<file path="src/rtl/busca_pkg.sv">
// Shared types and constants for the instruction-fetch stage.
// FSM states, PC increment and RISC-V field positions.
package busca_pkg;

  typedef enum logic [1:0] {
    OCIOSO,
    ESPERA,
    ENTREGA
  } estado_t;

  localparam int PC_INC = 4;

  localparam int OPC_LSB = 0;
  localparam int OPC_MSB = 6;
  localparam int RD_LSB  = 7;
  localparam int RD_MSB  = 11;
  localparam int F3_LSB  = 12;
  localparam int F3_MSB  = 14;
  localparam int RS1_LSB = 15;
  localparam int RS1_MSB = 19;
  localparam int RS2_LSB = 20;
  localparam int RS2_MSB = 24;
  localparam int F7_LSB  = 25;
  localparam int F7_MSB  = 31;

endpackage

</file>
<file path="src/rtl/busca_instrucao_contador.sv">
// Loadable 4-bit down-counter for the memory wait.
// fim flags the final wait cycle (count == 1).
module contador_espera (
  input  logic       clk,
  input  logic       rst_n,
  input  logic       carga,
  input  logic       decr,
  input  logic [3:0] valor,
  output logic       fim
);

  logic [3:0] cnt;

  always_ff @(posedge clk) begin
    if (rst_n) begin
      cnt <= 4'd0;
    end else if (carga) begin
      cnt <= valor;
    end else if (decr && cnt != 4'd0) begin
      cnt <= cnt - 4'd1;
    end
  end

  assign fim = (cnt == 4'd1);

endmodule

</file>
<file path="src/rtl/busca_instrucao.sv">
// Instruction fetch: PC, fixed-latency read, IR and field decode.
// BUSCA_ALINH_CHECK_EN enables the misaligned-target check.
module busca_instrucao
  import busca_pkg::*;
#(
  parameter int PC_W     = 32,
  parameter int INSTR_W  = 32,
  parameter int MEM_LAT  = 2,
  parameter int RESET_PC = 0
) (
  input  logic               clk,
  input  logic               rst_n,
  input  logic               escreveInstr,
  input  logic               RWmemoria,
  input  logic               escritaPC,
  input  logic               estadoUla,
  input  logic [PC_W-1:0]    pcAlvo,
  input  logic [INSTR_W-1:0] memDado,
  output logic [PC_W-1:0]    memAddr,
  output logic               memLer,
  output logic [PC_W-1:0]    pc,
  output logic [INSTR_W-1:0] instr,
  output logic [6:0]         opcode,
  output logic [4:0]         rd,
  output logic [2:0]         funct3,
  output logic [4:0]         rs1,
  output logic [4:0]         rs2,
  output logic [6:0]         funct7,
  output logic               instrValida,
  output logic               ocupado,
  output logic               erroAlinh
);

  localparam logic [3:0] LAT4 = 4'(MEM_LAT);

  estado_t estado, prox;
  logic aceita;
  logic fim;
  logic [PC_W-1:0] alvo_ef;

  assign aceita = (estado == OCIOSO)
                && escreveInstr && !RWmemoria;

  always_ff @(posedge clk) begin
    if (rst_n) estado <= OCIOSO;
    else       estado <= prox;
  end

  always_comb begin
    prox = estado;
    unique case (estado)
      OCIOSO:  if (aceita) prox = ESPERA;
      ESPERA:  if (fim) prox = ENTREGA;
      ENTREGA: prox = OCIOSO;
      default: prox = OCIOSO;
    endcase
  end

  contador_espera u_cont (
    .clk   (clk),
    .rst_n (rst_n),
    .carga (aceita),
    .decr  (estado == ESPERA),
    .valor (LAT4),
    .fim   (fim)
  );

  always_ff @(posedge clk) begin
    if (rst_n) begin
      memAddr <= '0;
      instr   <= '0;
    end else begin
      if (aceita) memAddr <= pc;
      if (estado == ESPERA && fim) instr <= memDado;
    end
  end

  assign memLer      = (estado == ESPERA);
  assign instrValida = (estado == ENTREGA);
  assign ocupado     = (estado != OCIOSO);

`ifdef BUSCA_ALINH_CHECK_EN
  assign alvo_ef = {pcAlvo[PC_W-1:2], 2'b00};

  always_ff @(posedge clk) begin
    if (rst_n) begin
      erroAlinh <= 1'b0;
    end else if (escritaPC && !estadoUla
                 && pcAlvo[1:0] != 2'b00) begin
      erroAlinh <= 1'b1;
    end
  end
`else
  assign alvo_ef   = pcAlvo;
  assign erroAlinh = 1'b0;
`endif

  always_ff @(posedge clk) begin
    if (rst_n) begin
      pc <= PC_W'(RESET_PC);
    end else if (escritaPC) begin
      unique case (1'b1)
        estadoUla:  pc <= pc + PC_W'(PC_INC);
        !estadoUla: pc <= alvo_ef;
      endcase
    end
  end

  assign opcode = instr[OPC_MSB:OPC_LSB];
  assign rd     = instr[RD_MSB:RD_LSB];
  assign funct3 = instr[F3_MSB:F3_LSB];
  assign rs1    = instr[RS1_MSB:RS1_LSB];
  assign rs2    = instr[RS2_MSB:RS2_LSB];
  assign funct7 = instr[F7_MSB:F7_LSB];

endmodule

</file>
<file path="config.mk">
export PLATFORM = sky130hd
export DESIGN_NAME = busca_instrucao
export DESIGN_NICKNAME = d
export VERILOG_FILES = /design/src/rtl/busca_pkg.sv /design/src/rtl/busca_instrucao_contador.sv /design/src/rtl/busca_instrucao.sv
export SDC_FILE = /design/constraint.sdc
export NUM_CORES = 1
export LEC_CHECK = 0
export ABC_AREA = 1
export CAP_MARGIN = 20
export CORE_ASPECT_RATIO = 0.8
export CORE_MARGIN = 3
export CORE_UTILIZATION = 44
export CTS_CLUSTER_DIAMETER = 150
export DETAILED_ROUTE_END_ITERATION = 16
export PLACE_DENSITY = 0.81
export SYNTH_ARGS = -nofsm -noshare
export SYNTH_HDL_FRONTEND = slang
export SYNTH_SLANG_ARGS = --single-unit
</file>
<file path="constraint.sdc">
create_clock -name clk -period 2 [get_ports clk]
set_input_delay 0.4 -clock clk [delete_from_list [all_inputs] [get_ports clk]]
set_output_delay 0.4 -clock clk [all_outputs]
set_load 0.03 [all_outputs]
</file>
# Yosys cells after proc, flatten, opt, wreduce, memory -nomap -nowiden
# Cells that the tools add are included.
[totals] rom_bits=0 ff_bits=102 wordCells=31 mem_bits_rw=0 latch_bits=0 in_bits=70 memories=0 out_inout_bits=132
[op_classes] addsub=2 bitwise_logic=0 n_mul=0 div=0 reduce_logical=12 order_cmp=0 n_eq_ne=5 shift=0 muxes=6
[op_table] op="32-bit one-hot mux with 2 select lines" count=1
[op_table] op="32-bit by 3-bit adder with 32-bit output, second input constant" count=1
[op_table] op="2-bit two-way mux" count=4
[op_table] op="4-bit by 1-bit == test with 1-bit output, second input constant" count=1
[op_table] op="1-bit logical AND" count=4
[op_table] op="2-bit inequality test, second input constant" count=2
[op_table] op="2-bit one-hot mux with 2 select lines" count=1
[op_table] op="2-bit nonzero test" count=2
[op_table] op="4-bit nonzero test" count=1
[op_table] op="4-bit by 1-bit subtractor with 4-bit output, second input constant" count=1
[op_table] op="2-bit by 1-bit == test with 1-bit output, second input constant" count=1
[op_table] op="2-bit == test, second input constant" count=1
[op_table] op="1-bit logical NOT" count=2
[op_table] op="2-bit logical NOT" count=1
[op_table] op="2-bit AND reduction" count=1
[op_table] op="2-bit OR reduction" count=1

# Logic depth before layout (Yosys ltp)
# Gate-level depths: netlist of run 1.
[logic_depth] ltp_word=5 ltp_mapped=10 ltp_nobuf=10

# Hierarchy
# A second synthesis of run 1 with hierarchy kept.
[unflattened] hier_cells=730 area_unflattened_um2=5102.4
[by_module_without_submodules] mod="busca_instrucao" cells_each=689 instances=1 seq_area_each_um2=1961.9 area_per_inst_um2=4805.9
[by_module_without_submodules] mod="contador_espera" cells_each=41 instances=1 seq_area_each_um2=80.1 area_per_inst_um2=296.5

# Worst setup path before layout of run 1
# OpenSTA, ideal clock, no wires.
[synth_path] path_kind="reg2reg" from="register pc[2]" to="register pc[24]" setup_ns=0.135 path_slack_ns=0.335 arrival_time_ns=1.529 period_less_slack_ns=1.665 required_time_ns=1.865 path_stages_with_launch=11 cell_sequence="dfxtp_1 -> ha_1 -> nand2_2 -> nor2_4 -> nand2_4 -> nor2_4 -> nand2_1 -> nand2_1 -> nand3_1 -> nand2_1 -> a21oi_1"
[synth_between] elab_chain_len=2
[synth_rtl] element="start: declaration" line_no="busca_instrucao.sv:21" text="output logic [PC_W-1:0] pc,"
[synth_rtl] element="start signal: assignment" line_no="busca_instrucao.sv:100" text="pc <= PC_W'(RESET_PC);"
[synth_rtl] element="start signal: assignment" line_no="busca_instrucao.sv:103" text="estadoUla: pc <= pc + PC_W'(PC_INC);"
[synth_rtl] element="32-bit by 3-bit adder with 32-bit output" line_no="busca_instrucao.sv:103"
[synth_rtl] element="32-bit one-hot mux with 2 select lines" line_no="busca_instrucao.sv:102" text="unique case (1'b1)"
# No other way between the ends.
# A chain may end at the register's enable or synchronous reset.

# Final worst setup path of run 1
[layout_path] from="register pc[16]" to="output pc[16]"
# No word-level cell between the ends.

==> impl_metrics.env, run 1 <==
export IMPL_status="completed"
export IMPL_rows=34
export IMPL_switching_power_mw=1.33
export IMPL_endpoint_kind="output port"
export IMPL_worst_path_max_fanout=6
export IMPL_timing_rr_start="pc[2]$_SDFFE_PP0P_"
export IMPL_seqPwrFrac_pct=45.9
export IMPL_drv_slew=0
export IMPL_finalSetupTns_ns=0
export IMPL_r2r_slack_ns=0.33
export IMPL_synth_seq_cells=102
export IMPL_setup_violations=0
export IMPL_clkLatencyLatePin_ns=0.34
export IMPL_port_buffers=200
export IMPL_hpwl_um=11500
export IMPL_cts_root_buf="clkbuf_16"
export IMPL_antenna_cells=0
export IMPL_p_int_mw=3.51
export IMPL_ctsHoldBuffers=0
export IMPL_reg2reg_depth=10
export IMPL_path_buf_inv=1
export IMPL_ant_nets=0
export IMPL_die_area_um2=12800
export IMPL_hp_class="flip-flop to flip-flop"
export IMPL_synth_edf_count=0
export IMPL_crit_path_top_delay_cell="clkdlybuf4s50_1"
export IMPL_nNetsFinal=950
export IMPL_cp_endpoint="pc[16]"
export IMPL_netlist_area_um2=5040
export IMPL_maxSlewHeadroom_pct=62.6
export IMPL_timing_critical_path_from_type="flip-flop"
export IMPL_core_um2=11000
export IMPL_synthAdderAreaFrac_pct=0.744
export IMPL_drt_total_wl_um=15600
export IMPL_drive_above_1_share_pct=7.72
export IMPL_ios=202
export IMPL_initial_core_util_pct=45.8
export IMPL_peakVddDrop_mv=0.403
export IMPL_wire_per_inst_um=15.2
export IMPL_synth_net_count=796
export IMPL_maxCapViolations=0
export IMPL_synth_ff_type="dfxtp_1"
export IMPL_dr_first_iter_drc_count=395
export IMPL_place_congestion=0.903
export IMPL_pwr_share_clk_pct=36.2
export IMPL_crit_required_ns=1.60
export IMPL_gr_total_overflow=0
export IMPL_grt_start_max_net_pins=48
export IMPL_path_cells="clkdlybuf4s50_1"
export IMPL_cts_buffers_inserted=9
export IMPL_synth_warnings=0
export IMPL_critPathLaunch="pc[16]$_SDFFE_PP0P_"
export IMPL_synth_compound_area_share_pct=13.5
export IMPL_critical_path_class="flip-flop to output port"
export IMPL_cp_depth=1
export IMPL_layout_commonest_cell="clkdlybuf4s50_1"
export IMPL_clk_pin_slew_ns=0.07
export IMPL_synth_top_family_by_area="simple AND/OR/NAND/NOR gates"
export IMPL_synthArstFlopShare_pct=0
export IMPL_grt_util_all_layers_pct=23.4
export IMPL_synthMuxAreaShare_pct=0
export IMPL_syn2layout_area_growth_pct=43.7
export IMPL_skew_ns=0.00517
export IMPL_p_leak_nw=2.98
export IMPL_yosysSeqAreaShare_pct=40.5
export IMPL_rsz0062_at_grt="false"
export IMPL_htree_levels=3
export IMPL_synth_xor_area_share_pct=0.174
export IMPL_cp_arrival_ns=1.56
export IMPL_r2r_end="pc[20]$_SDFFE_PP0P_"
export IMPL_period_share_pct=98.1
export IMPL_cts_sinks=102
export IMPL_synth_avg_cell_area_um2=6.98
export IMPL_die_y_um=102
export IMPL_firstDrtPassIters=5
export IMPL_synthCells=723
export IMPL_power_frac_comb_pct=17.9
export IMPL_p_per_area_nw_per_um2=668
export IMPL_worstMarginPinSlew_ns=0.560
export IMPL_antenna_found_initial=0
export IMPL_critPathTopFamily="buffers and inverters"
export IMPL_synth_simple_area_share_pct=33.8
export IMPL_final_cell_mix="clkdlybuf4s50_1, nor2_1, nand2_1"
export IMPL_hold_viol_final=0
export IMPL_grt_pass1_wl_um=24200
export IMPL_post_route_drc_count=0
export IMPL_grt_pass1_vias=4718
export IMPL_num_vias=5233
export IMPL_cts_tree="yes"
export IMPL_swShare_pct=27.5
export IMPL_die_w_um=126
export IMPL_viasPerCell=5.11
export IMPL_finalCriticalPeriod_ns=1.96
export IMPL_max_freq_mhz=510
export IMPL_clock_path_buffers=2
export IMPL_yosysUniqueCellTypes=35
export IMPL_final_util_pct=65.8
export IMPL_max_stage_delay_ns=0.73
-- how the worst min path moves through the flow --
stage	from	end	slack, ns	cells past startpoint
5_1_grt	u_cont.cnt[0]$_SDFFE_PP0P_	u_cont.cnt[0]$_SDFFE_PP0P_	0.52	2
2_1_floorplan	u_cont.cnt[0]$_SDFFE_PP0P_	u_cont.cnt[0]$_SDFFE_PP0P_	0.46	2
3_5_place_dp	u_cont.cnt[0]$_SDFFE_PP0P_	u_cont.cnt[0]$_SDFFE_PP0P_	0.49	2
4_1_cts	u_cont.cnt[0]$_SDFFE_PP0P_	u_cont.cnt[0]$_SDFFE_PP0P_	0.49	2
6_report	u_cont.cnt[0]$_SDFFE_PP0P_	u_cont.cnt[0]$_SDFFE_PP0P_	0.50	2
3_3_place_gp	u_cont.cnt[0]$_SDFFE_PP0P_	u_cont.cnt[0]$_SDFFE_PP0P_	0.48	2
-- cell families (layout without fill, tap and decap cells) --
| group | after synthesis | after routing |
|---|---|---|
| XOR/XNOR | 1 | 1 |
| AND/OR/NAND/NOR | 380 | 380 |
| buffers and inverters | 112 | 270 |
| other | 1 | 1 |
| adder cells (fa/ha/maj) | 3 | 3 |
| AO/OA/AOI/OAI | 124 | 124 |
| flip-flops | 102 | 102 |
-- routing by layer --
metal	GRT usage [%]	share of wire [%]	vias to the layer above
met5	0	0	-
met4	5.67	1.6	0
met3	5.06	7.6	22
met2	36.2	45	206
met1	33.4	46	2402
li1	-	-	2603
-- cell usage after synthesis (10+ instances only) --
cell | instances | area [um2]
nand2_1 | 122 | 458
o21ai_1 | 11 | 55.1
a21oi_1 | 32 | 160
o211ai_1 | 10 | 75.1
buf_4 | 34 | 255
nor2_1 | 166 | 623
inv_1 | 39 | 146
clkbuf_1 | 16 | 60.1
buf_2 | 17 | 85.1
dfxtp_1 | 102 | 2040
o21ai_0 | 58 | 290
nand3_1 | 44 | 220
-- state kept, by name, summed over array words and instances, names as in the netlist --
register / cells
estado: 2
instr: 32
pc: 32
u_cont.cnt: 4
memAddr: 32
-- cell type report --
type | instances | area (um2)
clock buffer | 12 | 246
clock inverter | 3 | 43.8
fill | 955 | 3770
inverter | 44 | 165
multi-input combinational | 509 | 2440
sequential | 102 | 2040
tap | 144 | 180
timing repair buffer | 211 | 2130
-- through the flow --
stage	power [mW]	area (um2)	std cells	hold WS [ns]	setup WS, ns
floorplan	2.70	5040	723	0.461	0.335
global placement	3.12	6950	1010	0.478	0.226
detailed placement	3.13	6950	1010	0.487	0.183
CTS	4.87	7240	1025	0.494	0.0170
global route	5.02	7250	1025	0.521	0.00800
finish	4.84	7250	1025	0.496	0.0388
-- power by group through the flow --
stage          clock, mW  combinational [mW]  sequential (mW)
6_report            1.75               0.867             2.22
3_3_place_gp           0               0.855             2.27
3_5_place_dp           0               0.863             2.26
2_1_floorplan          0               0.293             2.41
5_1_grt             1.85               0.933             2.23
4_1_cts             1.78               0.866             2.22
-- what timing repair did --
item,4_1_cts,5_1_grt
setup buffers,0,0
pin swaps,0,0
setup endpoints to repair,1,4
gates resized for setup,1,4
No activity file was read; power rests on OpenSTA's default activity.
==> inputs of run 2 (changes only) <==
REMOVE_ABC_BUFFERS = 1   (was not set)
==> run 2 against run 1 <==
  * Core utilization rose by 0.28 points
  * Combinational power is 1% lower
  * Non-clock buffer count increased by 4
  * Flip-flop and latch count did not move
  * Clock power grew 7%
  * Largest cell class unchanged
==> impl_metrics.env, run 2 (synthesis gave the netlist of run 1 again) <==
export IMPL_status="completed"
export IMPL_grt_pass1_wl_um=25000
export IMPL_timing_critical_path_from_type="flip-flop"
export IMPL_core_um2=11000
export IMPL_peakVddDrop_mv=0.467
export IMPL_gr_total_overflow=0
export IMPL_worst_path_max_fanout=6
export IMPL_antenna_found_initial=0
export IMPL_ios=202
export IMPL_hp_class="flip-flop to flip-flop"
export IMPL_num_vias=5244
export IMPL_worst_hold_slack_ns=0.517
export IMPL_maxCapViolations=0
export IMPL_ant_nets=0
export IMPL_firstDrtPassIters=5
export IMPL_wire_per_inst_um=15.0
export IMPL_setup_violations=0
export IMPL_path_buf_inv=1
export IMPL_port_buffers=200
export IMPL_cts_buffers_inserted=9
export IMPL_max_stage_delay_ns=0.74
export IMPL_viasPerCell=5.10
export IMPL_rsz0062_at_grt="false"
export IMPL_maxSlewHeadroom_pct=58.3
export IMPL_htree_levels=3
export IMPL_finalCriticalPeriod_ns=1.95
export IMPL_clkLatencyLatePin_ns=0.33
export IMPL_layout_commonest_cell="clkdlybuf4s50_1"
export IMPL_p_per_area_nw_per_um2=682
export IMPL_nNetsFinal=954
export IMPL_cp_arrival_ns=1.55
export IMPL_crit_required_ns=1.60
export IMPL_finalPower_mw=4.96
export IMPL_cts_sinks=102
export IMPL_antenna_cells=0
export IMPL_cts_tree="yes"
export IMPL_critical_path_class="flip-flop to output port"
export IMPL_cts_root_buf="clkbuf_16"
export IMPL_layout_cells_non_filler=1029
export IMPL_drt_total_wl_um=15400
export IMPL_hold_viol_final=0
export IMPL_drive_above_1_share_pct=8.36
export IMPL_initial_core_util_pct=45.8
export IMPL_place_congestion=0.874
export IMPL_rows=34
export IMPL_grt_util_all_layers_pct=23.9
export IMPL_finalInstanceArea_um2=7280
export IMPL_clock_path_buffers=2
export IMPL_path_cells="clkdlybuf4s50_1"
export IMPL_period_share_pct=97.3
export IMPL_reg_largest_list="instr (32), memAddr (32), pc (32)"
export IMPL_skew_ns=0.00607
export IMPL_dp_cells=1014
export IMPL_p_leak_nw=2.98
export IMPL_hpwl_um=11300
export IMPL_max_freq_mhz=514
export IMPL_clk_pin_slew_ns=0.07
export IMPL_post_route_drc_count=0
export IMPL_drv_slew=0
export IMPL_place_area_um2=6950
export IMPL_dr_first_iter_drc_count=347
export IMPL_syn2layout_area_growth_pct=44.3
export IMPL_worstMarginPinSlew_ns=0.625
export IMPL_die_w_um=126
export IMPL_final_cell_mix="clkdlybuf4s50_1, nor2_1, nand2_1"
export IMPL_endpoint_kind="output port"
export IMPL_die_y_um=102
export IMPL_grt_start_max_net_pins=48
export IMPL_die_area_um2=12800
export IMPL_critPathTopFamily="buffers and inverters"
export IMPL_grt_pass1_vias=5057
export IMPL_crit_path_top_delay_cell="clkdlybuf4s50_1"
[run 2: cell count changes in the layout (fill, tap and decap cells not counted), sizes merged]
| cell | change |
|---|---|
| clkdlybuf4s50 | +1 |
| bufinv | +1 |
| inv | -1 |
| clkbuf | -1 |
| clkinv | +1 |
| dlygate4sd2 | +1 |
| buf | +4 |
| dlymetal6s2s | -2 |
[run 2: repair_timing]
item | in CTS | in global routing
endpoints found under the setup margin | 2 | 2
hold buffers | 0 | 0
setup buffers | 0 | 0
resized for setup | 2 | 2
endpoints found under the hold margin | 0 | 0
[run 2: worst paths after layout]
kind                         startpoint                          to  slack, ns  depth (start not counted)
min          u_cont.cnt[0]$_SDFFE_PP0P_  u_cont.cnt[0]$_SDFFE_PP0P_       0.52                          2
max                 pc[11]$_SDFFE_PP0P_                      pc[11]       0.05                          1
max reg2reg          pc[2]$_SDFFE_PP0P_         pc[28]$_SDFFE_PP0P_       0.28                         10
min reg2reg  u_cont.cnt[0]$_SDFFE_PP0P_  u_cont.cnt[0]$_SDFFE_PP0P_       0.52                          2
[run 2: metrics by stage]
stage / util, % / TNS, ns / worst slack [ns]
2_1_floorplan: - / -14.81 / -0.665
3_3_place_gp: 63.1 / 0 / 0.0668
3_5_place_dp: 63.1 / 0 / 0.0456
4_1_cts: 66.0 / 0 / 0.0337
5_1_grt: 66.1 / 0 / 0.00405
6_report: 66.1 / 0 / 0.0540
[run 2: metal layers]
layer / global-route usage [%] / vias up / routed length, um
li1: - / 2607 / -
met1: 30.7 / 2372 / 6580
met2: 38.9 / 240 / 7110
met3: 7.75 / 25 / 1410
met4: 6.75 / 0 / 333
met5: 0 / - / 0
[run 2: report_power, final]
| group | leakage (nW) | total (mW) | switching (mW) | internal, mW |
|---|---|---|---|---|
| sequential | 0.832 | 2.22 | 0.0961 | 2.12 |
| combinational | 1.98 | 0.858 | 0.477 | 0.381 |
| clock | 0.161 | 1.88 | 0.730 | 1.15 |
[run 2: layout make-up]
class | instances | area (um2)
tap | 144 | 180
clock buffer | 11 | 253
fill | 960 | 3740
timing repair buffer | 215 | 2130
multi-input combinational | 509 | 2440
inverter | 44 | 165
clock inverter | 4 | 70.1
sequential | 102 | 2040
